[config.mk]
export PLATFORM = sky130hd
export DESIGN_NAME = gpio_ctrl_apb
export DESIGN_NICKNAME = d
export VERILOG_FILES = /design/src/rtl/gpio_ctrl_pkg.sv /design/src/rtl/gpio_sync.sv /design/src/rtl/gpio_ctrl_apb.sv
export SDC_FILE = /design/constraint.sdc
export NUM_CORES = 1
export LEC_CHECK = 0
export ABC_AREA = 1
export BUFFER_PORTS_ARGS = -buffer_cell sky130_fd_sc_hd__buf_4
export CAP_MARGIN = 40
export CELL_PAD_IN_SITES_DETAIL_PLACEMENT = 0
export CELL_PAD_IN_SITES_GLOBAL_PLACEMENT = 1
export CORE_MARGIN = 4
export CORE_UTILIZATION = 29
export DETAILED_ROUTE_END_ITERATION = 8
export PLACE_DENSITY = 0.73
export RECOVER_POWER = 50
export SETUP_SLACK_MARGIN = 0.15
export SYNTH_ARGS = -nofsm -noshare
export SYNTH_HDL_FRONTEND = slang
export SYNTH_SLANG_ARGS = --single-unit
[constraint.sdc]
create_clock -name clock -period 1.4 [get_ports clock]
set_input_delay 0.07 -clock clock [delete_from_list [all_inputs] [get_ports clock]]
set_output_delay 0.07 -clock clock [all_outputs]
set_load 0.05 [all_outputs]
[src/rtl/gpio_ctrl_pkg.sv]
// Shared constants for the APB GPIO controller: register offsets and size limits.
// Latency: none (package only).
// Backpressure: not applicable.
package gpio_ctrl_pkg;

  localparam int SEG_W    = 8;
  localparam int MAX_GPIO = 32;
  localparam int MAX_SEG  = 8;

  localparam logic [7:0] OFF_OUT    = 8'h00;
  localparam logic [7:0] OFF_IN     = 8'h04;
  localparam logic [7:0] OFF_OE     = 8'h08;
  localparam logic [7:0] OFF_SEG_LO = 8'h0C;
  localparam logic [7:0] OFF_SEG_HI = 8'h10;
  localparam logic [7:0] OFF_IE     = 8'h14;
  localparam logic [7:0] OFF_IS     = 8'h18;
  localparam logic [7:0] OFF_POL    = 8'h1C;

  // Expand the four APB byte strobes into a 32-bit bit mask.
  function automatic logic [31:0] strb_mask(input logic [3:0] strb);
    return {{8{strb[3]}}, {8{strb[2]}}, {8{strb[1]}}, {8{strb[0]}}};
  endfunction

endpackage

[src/rtl/gpio_sync.sv]
// Per-bit reset-to-0 flop chain bringing asynchronous pin inputs into the clock domain.
// Latency: STAGES clock edges from d to q.
// Backpressure: none; samples every cycle.
module gpio_sync #(
  parameter int WIDTH  = 16,
  parameter int STAGES = 2
) (
  input  logic             clock,
  input  logic             reset_n,
  input  logic [WIDTH-1:0] d,
  output logic [WIDTH-1:0] q
);

  logic [STAGES-1:0][WIDTH-1:0] stage_q;
  logic [STAGES-1:0][WIDTH-1:0] stage_d;

  // Shift the chain by one stage, new sample entering at stage 0.
  always_comb begin
    stage_d    = stage_q;
    stage_d[0] = d;
    for (int s = 1; s < STAGES; s++) begin
      stage_d[s] = stage_q[s-1];
    end
  end

  // Chain registers, cleared on reset so the output reads 0 until refilled.
  always_ff @(posedge clock or negedge reset_n) begin
    if (!reset_n) stage_q <= '0;
    else          stage_q <= stage_d;
  end

  assign q = stage_q[STAGES-1];

endmodule

[src/rtl/gpio_ctrl_apb.sv]
// Zero-wait-state APB3 GPIO controller: OUT/OE/SEG registers, synced IN, optional edge IRQ (GPIO_IRQ_EN).
// Latency: writes land on the edge ending the access phase; IN lags pins by SYNC_STAGES edges.
// Backpressure: none; pready = psel & penable, errors reported via pslverr.
module gpio_ctrl_apb
  import gpio_ctrl_pkg::*;
#(
  parameter int NUM_GPIO    = 16,
  parameter int NUM_SEG     = 8,
  parameter int SYNC_STAGES = 2
) (
  input  logic                     clock,
  input  logic                     reset_n,
  input  logic [31:0]              in_paddr,
  input  logic                     in_psel,
  input  logic                     in_penable,
  input  logic [2:0]               in_pprot,
  input  logic                     in_pwrite,
  input  logic [31:0]              in_pwdata,
  input  logic [3:0]               in_pstrb,
  output logic                     in_pready,
  output logic [31:0]              in_prdata,
  output logic                     in_pslverr,
  output logic [NUM_GPIO-1:0]      gpio_out,
  output logic [NUM_GPIO-1:0]      gpio_oe,
  input  logic [NUM_GPIO-1:0]      gpio_in,
  output logic [NUM_SEG*SEG_W-1:0] gpio_seg,
  output logic                     gpio_irq
);

  logic                      access;
  logic [7:0]                offset;
  logic                      hit_out, hit_in, hit_oe, hit_seg_lo, hit_seg_hi;
  logic                      hit_ie, hit_is, hit_pol;
  logic                      mapped, err, wr_ok;
  logic [31:0]               wmask;
  logic [31:0]               rdata;
  logic [NUM_GPIO-1:0]       sync_in;
  logic [NUM_GPIO-1:0]       out_q, out_d, oe_q, oe_d;
  logic [NUM_SEG*SEG_W-1:0]  seg_q, seg_d;

  assign access    = in_psel & in_penable;
  assign offset    = in_paddr[7:0];
  assign wmask     = strb_mask(in_pstrb);
  assign in_pready = access;

  gpio_sync #(.WIDTH(NUM_GPIO), .STAGES(SYNC_STAGES)) u_sync (
    .clock   (clock),
    .reset_n (reset_n),
    .d       (gpio_in),
    .q       (sync_in)
  );

  // Address decode and error classification; an erroring access touches no state.
  always_comb begin
    hit_out    = (offset == OFF_OUT);
    hit_in     = (offset == OFF_IN);
    hit_oe     = (offset == OFF_OE);
    hit_seg_lo = (offset == OFF_SEG_LO);
    hit_seg_hi = (offset == OFF_SEG_HI);
`ifdef GPIO_IRQ_EN
    hit_ie     = (offset == OFF_IE);
    hit_is     = (offset == OFF_IS);
    hit_pol    = (offset == OFF_POL);
`else
    hit_ie     = 1'b0;
    hit_is     = 1'b0;
    hit_pol    = 1'b0;
`endif
    mapped = hit_out | hit_in | hit_oe | hit_seg_lo | hit_seg_hi | hit_ie | hit_is | hit_pol;
    err    = (in_paddr[1:0] != 2'b00) | ~mapped | (in_pwrite & hit_in);
    wr_ok  = access & in_pwrite & ~err;
  end

  // Byte-strobed next state for OUT, OE and the segment digits.
  always_comb begin
    out_d = out_q;
    oe_d  = oe_q;
    seg_d = seg_q;
    if (wr_ok && hit_out)
      out_d = (out_q & ~wmask[NUM_GPIO-1:0]) | (in_pwdata[NUM_GPIO-1:0] & wmask[NUM_GPIO-1:0]);
    if (wr_ok && hit_oe)
      oe_d = (oe_q & ~wmask[NUM_GPIO-1:0]) | (in_pwdata[NUM_GPIO-1:0] & wmask[NUM_GPIO-1:0]);
    // Digits 0-3 live in SEG_LO, 4-7 in SEG_HI; digit k uses byte lane k%4.
    for (int k = 0; k < NUM_SEG; k++) begin
      if (wr_ok && in_pstrb[2'(k % 4)] && ((k < 4) ? hit_seg_lo : hit_seg_hi))
        seg_d[k*SEG_W +: SEG_W] = in_pwdata[(k % 4)*SEG_W +: SEG_W];
    end
  end

  // Register file state.
  always_ff @(posedge clock or negedge reset_n) begin
    if (!reset_n) begin
      out_q <= '0;
      oe_q  <= '0;
      seg_q <= '0;
    end else begin
      out_q <= out_d;
      oe_q  <= oe_d;
      seg_q <= seg_d;
    end
  end

`ifdef GPIO_IRQ_EN
  logic [NUM_GPIO-1:0] ie_q, ie_d, is_q, is_d, pol_q, pol_d, prev_q, prev_d, edge_hit;

  // Edge detect on the synced input; a detected edge beats a same-cycle W1C clear.
  always_comb begin
    ie_d     = ie_q;
    pol_d    = pol_q;
    prev_d   = sync_in;
    edge_hit = (pol_q & sync_in & ~prev_q) | (~pol_q & ~sync_in & prev_q);
    is_d     = is_q;
    if (wr_ok && hit_ie)
      ie_d = (ie_q & ~wmask[NUM_GPIO-1:0]) | (in_pwdata[NUM_GPIO-1:0] & wmask[NUM_GPIO-1:0]);
    if (wr_ok && hit_pol)
      pol_d = (pol_q & ~wmask[NUM_GPIO-1:0]) | (in_pwdata[NUM_GPIO-1:0] & wmask[NUM_GPIO-1:0]);
    if (wr_ok && hit_is)
      is_d = is_q & ~(in_pwdata[NUM_GPIO-1:0] & wmask[NUM_GPIO-1:0]);
    is_d = is_d | edge_hit;
  end

  // Interrupt enable, status, polarity and previous-sample registers.
  always_ff @(posedge clock or negedge reset_n) begin
    if (!reset_n) begin
      ie_q   <= '0;
      is_q   <= '0;
      pol_q  <= '0;
      prev_q <= '0;
    end else begin
      ie_q   <= ie_d;
      is_q   <= is_d;
      pol_q  <= pol_d;
      prev_q <= prev_d;
    end
  end

  assign gpio_irq = |(is_q & ie_q);
`else
  assign gpio_irq = 1'b0;
`endif

  // Read mux; unimplemented bits and absent digits read as 0.
  always_comb begin
    rdata = '0;
    if (hit_out) rdata[NUM_GPIO-1:0] = out_q;
    if (hit_in)  rdata[NUM_GPIO-1:0] = sync_in;
    if (hit_oe)  rdata[NUM_GPIO-1:0] = oe_q;
    for (int k = 0; k < NUM_SEG; k++) begin
      if ((k < 4) ? hit_seg_lo : hit_seg_hi)
        rdata[(k % 4)*SEG_W +: SEG_W] = seg_q[k*SEG_W +: SEG_W];
    end
`ifdef GPIO_IRQ_EN
    if (hit_ie)  rdata[NUM_GPIO-1:0] = ie_q;
    if (hit_is)  rdata[NUM_GPIO-1:0] = is_q;
    if (hit_pol) rdata[NUM_GPIO-1:0] = pol_q;
`endif
  end

  assign in_prdata  = (access && !in_pwrite && !err) ? rdata : 32'h0;
  assign in_pslverr = access & err;
  assign gpio_out   = out_q;
  assign gpio_oe    = oe_q;
  assign gpio_seg   = seg_q;

  // Protection bits, upper address bits and unused strobe-mask bits are don't-cares.
  logic unused_ok;
  assign unused_ok = &{1'b0, in_pprot, in_paddr[31:8], wmask};

endmodule
-- Yosys cells after proc, flatten, opt, wreduce, memory -nomap -nowiden
Cells that the tools add are included.
- input bits: 92
- output and inout port bits: 131
- logic and storage cells: 53
- flip-flop bits (word level): 96
- bitwise gates (word level): 19
- reduce and logical (&&, ||, !) cells: 14
- equality and inequality tests: 4
- mux-type cells: 8
- operators by type and width (kind ; number):
    $mux W16 ; 4
    $and A16 B16 Y16 ; 3
    $mux W8 ; 4
    $or A16 B16 Y16 ; 2
    $eq A8 B4 Y1 const B ; 2
    $not A16 Y16 ; 1
    $logic_and A1 B1 Y1 ; 10
    $eq A8 B3 Y1 const B ; 1
    $eq A8 B5 Y1 const B ; 1
    $logic_not A8 Y1 ; 1
    $or A1 B1 Y1 ; 6
    $and A1 B1 Y1 ; 5
    $logic_not A1 Y1 ; 2
    $not A1 Y1 ; 2
    $reduce_bool A2 Y1 ; 1

-- Logic depth before layout (Yosys ltp)
- depth in word-level cells: 12
- gate-level depth with buffers: 10
- depth with buffers taken out: 9

-- Modules after synthesis
From an unflattened synthesis, not the netlist that was laid out.
- cell total of the unflattened synthesis: 564
- area total of the unflattened synthesis: 4961.0 sq um
- modules (own cells, without submodules) (module ; instances ; cells each ; area each (sq um) ; seq. area each (sq um)):
    gpio_ctrl_apb ; 1 ; 532 ; 4160.2 ; 1601.5
    gpio_sync ; 1 ; 32 ; 800.8 ; 800.8

-- Worst setup path after synthesis
No wires, ideal clock.
- kind: in2out
- start point: input in_paddr[7]
- end point: output in_prdata[10]
- required time: 1.330 ns
- data arrival time: 1.773 ns
- path slack: -0.443 ns
- stages on the path: 6
- buffers on the path: 1
- cell sequence: nor2_1 nand2_1 nor3_4 buf_4 a21oi_1 a21oi_1
- cells in the longest elaborated chain, start to end: 11
- elaborated cells between the ends (all ways): 21
- those cells by class: eq/ne (4); mux (6); bitwise (8); reduce/logical (3)
- RTL lines (item ; RTL line ; RTL):
    start: declaration ; gpio_ctrl_apb.sv:13 ; input logic [31:0] in_paddr,
    $eq A8 B3 Y1 / $logic_not A8 Y1 (equally long branches) ; gpio_ctrl_apb.sv:56, gpio_ctrl_apb.sv:55 ;
    $or A1 B1 Y1 (4 in a row) ; gpio_ctrl_apb.sv:69 ; mapped = hit_out | hit_in | hit_oe | hit_seg_lo | hit_seg_hi | hit_ie | hit_is | hit_pol;
    $not A1 Y1 ; gpio_ctrl_apb.sv:70 ; err = (in_paddr[1:0] != 2'b00) | ~mapped | (in_pwrite & hit_in);
    $or A1 B1 Y1 (2 in a row) ; gpio_ctrl_apb.sv:70 ;
    $logic_not A1 Y1 ; gpio_ctrl_apb.sv:159 ; assign in_prdata = (access && !in_pwrite && !err) ? rdata : 32'h0;
    $logic_and A1 B1 Y1 ; gpio_ctrl_apb.sv:159 ;
    $mux W16 (*) ; gpio_ctrl_apb.sv:159 ;
    end: declaration ; gpio_ctrl_apb.sv:21 ; output logic [31:0] in_prdata,
Mark *: on every way between the ends. The rest lies on a longest branch, timed or not.

-- Final worst setup path
- start point: input in_paddr[1]
- end point: output in_prdata[10]
The elaborated chain is that of the path after synthesis.

==> key figures <==
Run status
  – Status: complete, but fails checks
  – Failing checks: negative setup slack

Timing
  – Final setup vio count: 16
  – Max-slew headroom: 0.350
  – Period Utilization, post-route: 1.06
  – Setup ws final: -87.2 ps
  – Max Clock Freq: 672 MHz
  – Total negative slack: -943 ps
  – Worst clock skew: 6.29 ps
  – Fin crit period: 1490 ps
  – Worst-Margin Slew: 974 ps
  – RSZ-0062 raised after global routing: yes
  – Final hold violation count: 0
  – Max-slew violations: 0

Clock tree
  – Htree depth: 3
  – CTS Buffer Depth: 2
  – Num Clock Sinks: 96
  – Clock latency on the worst-skew pair: 350 ps
  – Root Driver: clkbuf_16
  – Total CTS buffers: 9
  – CTS tree: done
  – CTS clk-pin slew, worst paths: 70 ps

Logic synthesis
  – Distinct cell type count after synthesis: 25
  – Flops & latches, synth: 96
  – Synth Warn #: 0
  – Synth Cell Area: 4820 µm²
  – Area share of the largest cell type after synthesis: 0.499
  – Top post-synthesis cells by area: dfrtp_1, nand2_1, nand4_1, buf_4, a21oi_1
  – Count leader, synth: nand2_1
  – Syn Area/Cell: 9.05 µm²
  – EDFF count, synth: 0
  – Most frequent cells after synthesis: nand2_1, dfrtp_1, nand4_1
  – Asr flop ratio synth: 1.00
  – Synth Flop Type: dfrtp_1
  – Top cell type by total area after synthesis: dfrtp_1
  – Post-synthesis sequential area ratio: 0.499
  – Mapped Cells: 532

Global routing
  – Pin count of the biggest net entering global routing: 39
  – Total grt overflow: 0
  – First-pass GRT wire length: 25.8 mm
  – Initial antenna violation count: 0
  – Vias in the first global route: 4,740
  – Total track usage: 0.180

Detailed routing
  – Vias: 4,507
  – DRT Pass-1 Iters: 4
  – Wire length per cell: 17.2 µm
  – Drt via density: 4.73
  – Initial drt markers: 301
  – DRC: 0
  – Routed Antenna Nets: 0
  – Final WL: 16.4 mm

Finish
  – Fin area: 7390 µm²
  – Nets: 824
  – Layout cell share with drive strength beyond 1: 0.426
  – # diodes: 0
  – Layout area overhead: 53.4%
  – Fill count: 1,515

Critical path
  – Setup crit end kind: output pin
  – Kind of critical path: in2out
  – Worst Setup Start Kind: input pin
  – Worst EP required: 1330 ps
  – Crit-path most repeated cell: nor2_4
  – Data arrival, critical path: 1420 ps
  – CP max-delay cell: nor2_4
  – CP peak stage delay: 190 ps
  – Critical Path, Cell by Cell: buf_8 -> nor2_4 -> nand3_1 -> nor2_4 -> buf_12 -> a21oi_2 -> buf_4 -> a21oi_4 -> buf_6
  – Crit Path Max Fanout: 14

Placed design
  – Area after DPL: 6430 µm²
  – Hpwl dp: 11.8 mm
  – GPL Wtd Cong: 0.912
  – I/O Buffers: 128

Floorplan
  – Ports: 223
  – Die footprint: 18,700 µm²
  – Die Y-Extent: 137 µm
  – Row cnt: 46
  – Starting density of the core: 0.300
  – Die width: 137 µm
  – Core area: 16,100 µm²

Pwr
  – Peak VDD IR: 736 µV
  – Leak pwr: 3.69 nW
  – Cell Pwr Density: 798 nW/µm²

Min path
  – Type of the tightest min-delay check: in2reg

Job
  – Max-cap check violation count: 0
-- per-layer routing --
layer | share of wire | up-vias | global-route usage | routed length [µm]
li1 | - | 2102 | - | -
met1 | 0.40 | 2194 | 0.224 | 6500
met2 | 0.49 | 187 | 0.296 | 8100
met3 | 0.089 | 24 | 0.0574 | 1460
met4 | 0.022 | 0 | 0.0576 | 360
met5 | 0 | - | 0 | 0
-- worst paths after layout --
| check | startpoint | to | slack, ps | cells after the start |
|---|---|---|---|---|
| setup / recovery | in_paddr[1] | in_prdata[10] | -90 | 9 |
| hold / removal | in_pwdata[8] | gpio_seg[8]$_DFFE_PN0P_ | 10 | 3 |
| setup reg to reg | flip-flop | flip-flop | 610 | 3 |
| hold reg to reg | u_sync.stage_d[29]$_DFF_PN0_ | u_sync.q[13]$_DFF_PN0_ | 350 | 0 |
| max in group asynchronous | reset_n | gpio_seg[2]$_DFFE_PN0P_ | 250 | 3 |
| min in group asynchronous | reset_n | gpio_seg[43]$_DFFE_PN0P_ | 390 | 2 |
-- kinds of logic after synthesis --
family | after synthesis | share of synthesized area
other | 1 | 0.000779
buffers and inverters | 91 | 0.124
DFF | 96 | 0.499
AOI/OAI and AO/OA | 63 | 0.0670
and+or+nand+nor | 281 | 0.310
-- worst max-delay path, delay by kind of cell --
kind	cells	cell delay, ps
simple gates	3	500
compound gates	2	240
buf+inv	4	600
-- through the flow --
| stage | setup slack, ps | hold slack (ps) | utilization | cells | total power [mW] |
|---|---|---|---|---|---|
| after floorplan | 1.82 | -226 | - | 580 | 3.39 |
| after global placement | -215 | 72.1 | 0.400 | 900 | 3.55 |
| after detailed placement | -245 | 79.3 | 0.400 | 900 | 3.56 |
| after CTS | -112 | 0.384 | 0.456 | 949 | 5.98 |
| after global routing | -150 | 7.81 | 0.460 | 953 | 6.15 |
| final | -87.2 | 9.82 | 0.460 | 953 | 5.90 |
-- power by group --
| group | switching (mW) | total (mW) | internal [mW] |
|---|---|---|---|
| Combinational | 0.551 | 0.745 | 0.194 |
| Clock | 1.06 | 2.32 | 1.26 |
| Sequential | 0.0125 | 2.83 | 2.82 |
-- what timing repair did --
action / 4_1_cts / 5_1_grt
resized for setup: 82 / 25
pin swaps: 16 / 13
hold buffers: 17 / 0
gates cloned: 3 / 0
endpoints found under the hold margin: 50 / 0
setup buffers: 13 / 4
setup endpoints to repair: 17 / 56
-- layout by cell type (no fill, tap or decap), types with 3 or more instances in the layout --
| cell | instances |
|---|---|
| nand2_2 | 20 |
| buf_4 | 137 |
| nand3_1 | 9 |
| a21oi_4 | 15 |
| o21ai_1 | 13 |
| nand2_1 | 153 |
| dlygate4sd3_1 | 17 |
| clkbuf_2 | 3 |
| conb_1 | 49 |
| clkbuf_16 | 9 |
| nand2_4 | 4 |
| inv_4 | 6 |
| a21oi_2 | 16 |
| a21oi_1 | 15 |
| nand3_2 | 3 |
| clkbuf_1 | 3 |
| nand4_4 | 8 |
| inv_2 | 4 |
| buf_12 | 10 |
| dfrtp_1 | 96 |
| buf_8 | 6 |
| nor2_8 | 3 |
| nor2_4 | 11 |
| nand4_1 | 65 |
| buf_6 | 27 |
| clkbuf_4 | 16 |
-- cell type report --
class	count	area, µm²	area share
sequential	96	2400	0.325
multi-input combinational	393	2380	0.322
timing repair buffer	219	1990	0.270
tap	216	270	0.0366
clock buffer	12	246	0.0334
inverter	13	68.8	0.00931
clock inverter	4	28.8	0.00390
Note: power is estimated with default switching activity, not from simulation.
